===== src/rtl/fixedpoint_pkg.sv =====
// Shared types and constants for the MulAdd_Acc fixed-point accumulator.
// Default operand format is S.Q6.9 (16 bits).
package fixedpoint_pkg;

  typedef enum logic [0:0] {
    ST_ACC = 1'b0,
    ST_OUT = 1'b1
  } state_e;

  localparam int WIDTH_INTEGER  = 6;
  localparam int WIDTH_FRACTION = 9;
  localparam int WIDTH_Q        = 1 + WIDTH_INTEGER + WIDTH_FRACTION;

  // Signed extreme of a given width, returned sign-extended to 64 bits.
  function automatic logic [63:0] signed_limit(input int unsigned width, input logic want_min);
    logic [63:0] max_v;
    max_v = (64'd1 << (width - 32'd1)) - 64'd1;
    if (want_min) begin
      return ~max_v;
    end else begin
      return max_v;
    end
  endfunction

endpackage


===== src/rtl/fixedpoint_sat_adder.sv =====
// Combinational W-bit signed adder with overflow detection and optional clamp
// to the signed range of W.
module fixedpoint_sat_adder
  import fixedpoint_pkg::*;
#(
  parameter int W = 32
) (
  input  logic [W-1:0] a_i,
  input  logic [W-1:0] b_i,
  input  logic         saturate_i,
  output logic [W-1:0] sum_o,
  output logic         ovf_o
);

  localparam logic [63:0] MAX64 = signed_limit(W, 1'b0);
  localparam logic [63:0] MIN64 = signed_limit(W, 1'b1);

  logic [W-1:0] max_s;
  logic [W-1:0] min_s;
  logic [W:0]   wide_s;

  assign max_s  = MAX64[W-1:0];
  assign min_s  = MIN64[W-1:0];
  assign wide_s = {a_i[W-1], a_i} + {b_i[W-1], b_i};
  // The extra top bit carries the true sign; disagreement with bit W-1 is overflow.
  assign ovf_o  = wide_s[W] ^ wide_s[W-1];

  always_comb begin
    sum_o = wide_s[W-1:0];
    if (ovf_o && saturate_i) begin
      if (wide_s[W]) begin
        sum_o = min_s;
      end else begin
        sum_o = max_s;
      end
    end else begin
      sum_o = wide_s[W-1:0];
    end
  end

endmodule


===== src/rtl/fixedpoint_accumulator.sv =====
// Framed signed accumulator: sums beats until last, then holds one registered
// result (sum, beat count, sticky overflow) on a valid/ready output port.
module fixedpoint_accumulator
  import fixedpoint_pkg::*;
#(
  parameter int WIDTH_INPUT = WIDTH_Q,
  parameter int WIDTH_ACC   = 32,
  parameter int WIDTH_CNT   = 8,
  parameter int SATURATE    = 1
) (
  input  logic                   clk_i,
  input  logic                   rst_ni,
  input  logic [WIDTH_INPUT-1:0] data_i,
  input  logic                   valid_i,
  input  logic                   last_i,
  output logic                   ready_o,
  output logic [WIDTH_ACC-1:0]   data_o,
  output logic [WIDTH_CNT-1:0]   count_o,
  output logic                   ovf_o,
  output logic                   valid_o,
  input  logic                   ready_i
);

  localparam logic SAT_EN = (SATURATE != 0);

  state_e               state_q, state_d;
  logic [WIDTH_ACC-1:0] acc_q, acc_d;
  logic [WIDTH_CNT-1:0] cnt_q, cnt_d;
  logic                 ovf_q, ovf_d;
  logic                 ready_q, ready_d;
  logic                 valid_q, valid_d;

  logic [WIDTH_ACC-1:0] operand_ext_s;
  logic [WIDTH_ACC-1:0] sum_s;
  logic                 add_ovf_s;
  logic                 accept_s;
  logic                 handshake_s;

  assign accept_s      = valid_i & ready_q;
  assign handshake_s   = valid_q & ready_i;
  assign operand_ext_s = WIDTH_ACC'($signed(data_i));

  fixedpoint_sat_adder #(
    .W (WIDTH_ACC)
  ) u_adder (
    .a_i        (acc_q),
    .b_i        (operand_ext_s),
    .saturate_i (SAT_EN),
    .sum_o      (sum_s),
    .ovf_o      (add_ovf_s)
  );

  always_ff @(posedge clk_i) begin
    if (!rst_ni) begin
      state_q <= ST_ACC;
    end else begin
      state_q <= state_d;
    end
  end

  always_comb begin
    state_d = state_q;
    case (state_q)
      ST_ACC: begin
        if (accept_s && last_i) begin
          state_d = ST_OUT;
        end else begin
          state_d = ST_ACC;
        end
      end
      ST_OUT: begin
        if (handshake_s) begin
          state_d = ST_ACC;
        end else begin
          state_d = ST_OUT;
        end
      end
      default: state_d = ST_ACC;
    endcase
  end

  // Handshake flags are decoded from the next state so they leave from flops.
  always_comb begin
    ready_d = 1'b1;
    valid_d = 1'b0;
    case (state_d)
      ST_ACC: begin
        ready_d = 1'b1;
        valid_d = 1'b0;
      end
      ST_OUT: begin
        ready_d = 1'b0;
        valid_d = 1'b1;
      end
      default: begin
        ready_d = 1'b1;
        valid_d = 1'b0;
      end
    endcase
  end

  always_comb begin
    acc_d = acc_q;
    cnt_d = cnt_q;
    ovf_d = ovf_q;
    if (handshake_s) begin
      acc_d = '0;
      cnt_d = '0;
      ovf_d = 1'b0;
    end else if (accept_s) begin
      acc_d = sum_s;
      if (cnt_q == {WIDTH_CNT{1'b1}}) begin
        cnt_d = cnt_q;
      end else begin
        cnt_d = cnt_q + WIDTH_CNT'(1);
      end
      ovf_d = ovf_q | add_ovf_s;
    end else begin
      acc_d = acc_q;
      cnt_d = cnt_q;
      ovf_d = ovf_q;
    end
  end

  always_ff @(posedge clk_i) begin
    if (!rst_ni) begin
      acc_q   <= '0;
      cnt_q   <= '0;
      ovf_q   <= 1'b0;
      ready_q <= 1'b1;
      valid_q <= 1'b0;
    end else begin
      acc_q   <= acc_d;
      cnt_q   <= cnt_d;
      ovf_q   <= ovf_d;
      ready_q <= ready_d;
      valid_q <= valid_d;
    end
  end

  assign ready_o = ready_q;
  assign valid_o = valid_q;
  assign data_o  = acc_q;
  assign count_o = cnt_q;
  assign ovf_o   = ovf_q;

endmodule


===== config.mk =====
export PLATFORM = sky130hd
export DESIGN_NAME = fixedpoint_accumulator
export DESIGN_NICKNAME = d
export VERILOG_FILES = /design/src/rtl/fixedpoint_pkg.sv /design/src/rtl/fixedpoint_sat_adder.sv /design/src/rtl/fixedpoint_accumulator.sv
export SDC_FILE = /design/constraint.sdc
export NUM_CORES = 1
export LEC_CHECK = 0
export BUFFER_PORTS_ARGS = -buffer_cell sky130_fd_sc_hd__buf_2
export CAP_MARGIN = 0
export CORE_AREA = 5 5 119 87
export DETAILED_ROUTE_END_ITERATION = 6
export DIE_AREA = 0 0 124 92
export HOLD_SLACK_MARGIN = 0.06
export PLACE_DENSITY = 0.63
export RECOVER_POWER = 100
export SLEW_MARGIN = 0
export SYNTH_ARGS = -nofsm -noshare
export SYNTH_HDL_FRONTEND = slang
export SYNTH_SLANG_ARGS = --single-unit

===== constraint.sdc =====
create_clock -name clk_i -period 4.9 [get_ports clk_i]
set_clock_uncertainty 0.05 [all_clocks]
set_input_delay 0.735 -clock clk_i [delete_from_list [all_inputs] [get_ports clk_i]]
set_output_delay 0.735 -clock clk_i [all_outputs]
set_load 0.03 [all_outputs]

==> results.yml <==
routing:
  top_layer_used: "met4"
  wl_met1_um: 5210
  wl_met3_um: 847
  routed_wl_um: 10300
  drcViolationCount: 0
  drt_iter0_drc: 221
  vias: 3610
  drt-vias-per-instance: 5.76
  wl_met2_um: 4130
  drt_pass1_iterations: 5
  wl_per_cell_um: 16.4
  ant_nets: 0
timing:
  fin_crit_sh: 0.822
  period_needed_ns: 4.03
  hold_viol: 0
  holdWs_ns: 0.415
  worst_pin_slew_ns: 1.62
  fin_tns_setup_ns: 0
  setup_viol: 0
  rsz0062_at_grt: "no"
  fmaxAchievable_mhz: 248
  slew_violations: 34
  slew_headroom: -0.0811
final_layout:
  fillCellCount: 946
  multiInputGateArea_um2: 2470
  drive_gt1_frac: 0.0934
  fin_util: 0.445
  diodes: 0
  area_growth_pct: 12.5
  seq_area_um2: 861
  num-nets-final: 557
clock_network:
  post_cts_buffers: 0
  clock_latency_ns: 0.29
  h-tree-depth: 2
  cts_resized: 0
  root_buffer: "clkbuf_16"
  cts_tree: "yes"
  clk_pin_slew_worst_paths_ns: 0.07
  clk_path_buf_depth: 2
  clock-sinks: 43
  cts_hold_buf: 0
  cts_buffers: 5
yosys:
  yosys_warnings: 0
  async_flop_share: 0
  synth_seq_cells: 43
  synth_edf_count: 0
  synth_area_um2: 3550
  ys_seq_area_frac: 0.243
  synth_cells: 450
  synth_ff_type: "dfxtp_1"
  synth_cell_types: 52
  syn-num-nets: 505
  syn_avg_cell_area_um2: 7.88
place:
  portBuffers: 63
  hpwl_um: 7640
  gp_congestion: 0.898
worst_setup_path:
  reg2regPathDepth: 13
  cp.required_ns: 5.07
  end_kind: "flop"
  critPathArrivalTime_ns: 4.20
  critPathTopFamily: "compound AO/OA/AOI/OAI gates"
  cp_max_fo: 24
  crit_cells: 12
  path_buf_inv: 3
  crit_type: "input port to flop"
  path_cells: "clkbuf_1, ha_1, a21o_1, a21o_1, a221oi_1, mux2i_1, o21ai_0, a311oi_4, buf_4, a21oi_4, buf_4, a21oi_1"
  worst_path_largest_cell_delay_ns: 0.62
  crit_path_top_delay_cell: "clkbuf_1"
  crit_path_start_kind: "input port"
pwr:
  p_per_area_nw_per_um2: 406
  p_leak_uw: 0.00164
  swShare: 0.441
  vdd_drop_max_uv: 187
  pwr-share-comb: 0.483
  p_seq_frac: 0.268
  power_frac_clock: 0.249
  p_int_uw: 907
  total_power_uw: 1620
  power.switching_uw: 715
global_route:
  grt_pass1_vias: 3363
  grt_pass1_wl_um: 16900
  grt_antenna_before_repair: 0
  grt_usage: 0.183
  grt_overflow: 0
  grt_max_degree: 36
worst_hold_path:
  hold_path_depth: 2
  hp-class: "flop to flop"
run_status:
  failed_checks: "max-capacitance violations, max-slew violations"
  status: "finished with violations"
flow_run:
  drv_cap: 1
die:
  rows: 29
  io_pins: 64
  core-area_um2: 8960
  die_x_um: 124
  die_y_um: 92
  start_util: 0.396
  die-area_um2: 11400
==> cells in the mapped netlist (2+ instances only) <==
cell type / number / area (um^2)
xor2_1: 18 / 158
nand2b_1: 5 / 31.3
o211ai_1: 9 / 67.6
inv_1: 10 / 37.5
ha_1: 33 / 413
nor2_1: 21 / 78.8
a21o_1: 11 / 82.6
nand3_1: 7 / 35.0
or3_1: 5 / 31.3
dfxtp_1: 43 / 861
o31ai_1: 2 / 15.0
and3_1: 6 / 37.5
nand2_1: 32 / 120
a21oi_1: 50 / 250
a21oi_2: 22 / 193
o21ai_1: 19 / 95.1
nand4_1: 9 / 56.3
nor3_1: 3 / 15.0
buf_6: 2 / 22.5
o21ai_0: 62 / 310
a311o_1: 2 / 20.0
xnor2_1: 13 / 114
a21boi_0: 4 / 30.0
a31oi_1: 5 / 31.3
a211oi_1: 2 / 15.0
buf_4: 4 / 30.0
mux2i_1: 2 / 20.0
o2111ai_1: 2 / 17.5
buf_2: 3 / 15.0
nor2b_1: 3 / 18.8
clkbuf_1: 14 / 52.6
and2_1: 6 / 37.5
o21bai_1: 2 / 15.0
==> cell families (layout without fill, tap and decap cells) <==
logic type / count (synthesis) / in the layout / share of synthesized area
mux: 2 / 2 / 0.00565
compound gates: 206 / 206 / 0.370
flops: 43 / 43 / 0.243
simple gates: 101 / 101 / 0.139
buf+inv: 33 / 86 / 0.0445
xor+xnor: 31 / 31 / 0.0766
fa+ha+maj: 34 / 34 / 0.122
==> cells in the final DEF (no fill, tap or decap), types with 10 or more instances in the layout <==
cell type,instances
xnor2_1,13
o21ai_0,65
nor2_1,21
o21ai_1,16
buf_2,19
dfxtp_1,43
a21o_1,11
xor2_1,18
clkbuf_1,44
nand2_1,32
ha_1,33
a21oi_1,66
inv_1,10
==> registers in the layout, indices dropped and copies added, names as in the netlist <==
name     cells
count_o      8
data_o      32
ovf_o        1
ready_o      1
state_q      1
==> per-layer routing <==
layer,track usage,up-vias
li1,-,1777
met1,0.285,1690
met2,0.260,134
met3,0.0326,9
met4,0.0337,0
met5,0,-
==> final cells by class <==
cell class | instances | share of cell area
sequential | 43 | 0.216
clock buffer | 5 | 0.0314
multi-input combinational | 374 | 0.618
inverter | 10 | 0.00941
timing repair buffer | 68 | 0.0746
clock inverter | 3 | 0.0116
tap | 124 | 0.0389
==> worst paths after layout <==
kind,start,endpoint,slack [ns]
hold / removal,ovf_o,ovf_o,0.42
setup reg to reg,data_o[0],data_o[17],1.49
hold reg to reg,ovf_o,ovf_o,0.42
setup / recovery,data_i[15],data_o[17],0.87
==> stage by stage <==
stage | cells | area, um^2 | worst slack (ns)
floorplan | 450 | 3550 | 1.59
global placement | 619 | 3930 | 1.09
detailed placement | 619 | 3930 | 0.965
CTS | 627 | 4110 | 1.28
global route | 627 | 3990 | 0.616
finish | 627 | 3990 | 0.872
==> worst reg2reg max path, delay by kind of cell (launching register included) <==
kind | cells | cell delay (ns)
compound gates | 7 | 1.57
fa+ha+maj | 2 | 0.61
buf+inv | 3 | 0.57
flops | 1 | 0.37
simple gates | 1 | 0.19
==> power groups by stage <==
stage	Sequential [uW]	Combinational [uW]	Clock, uW
5_1_grt	441	866	424
4_1_cts	433	809	411
6_report	435	783	404
3_3_place_gp	439	802	0
3_5_place_dp	441	804	0
2_1_floorplan	518	540	0
No activity file was read; power rests on OpenSTA's default activity.
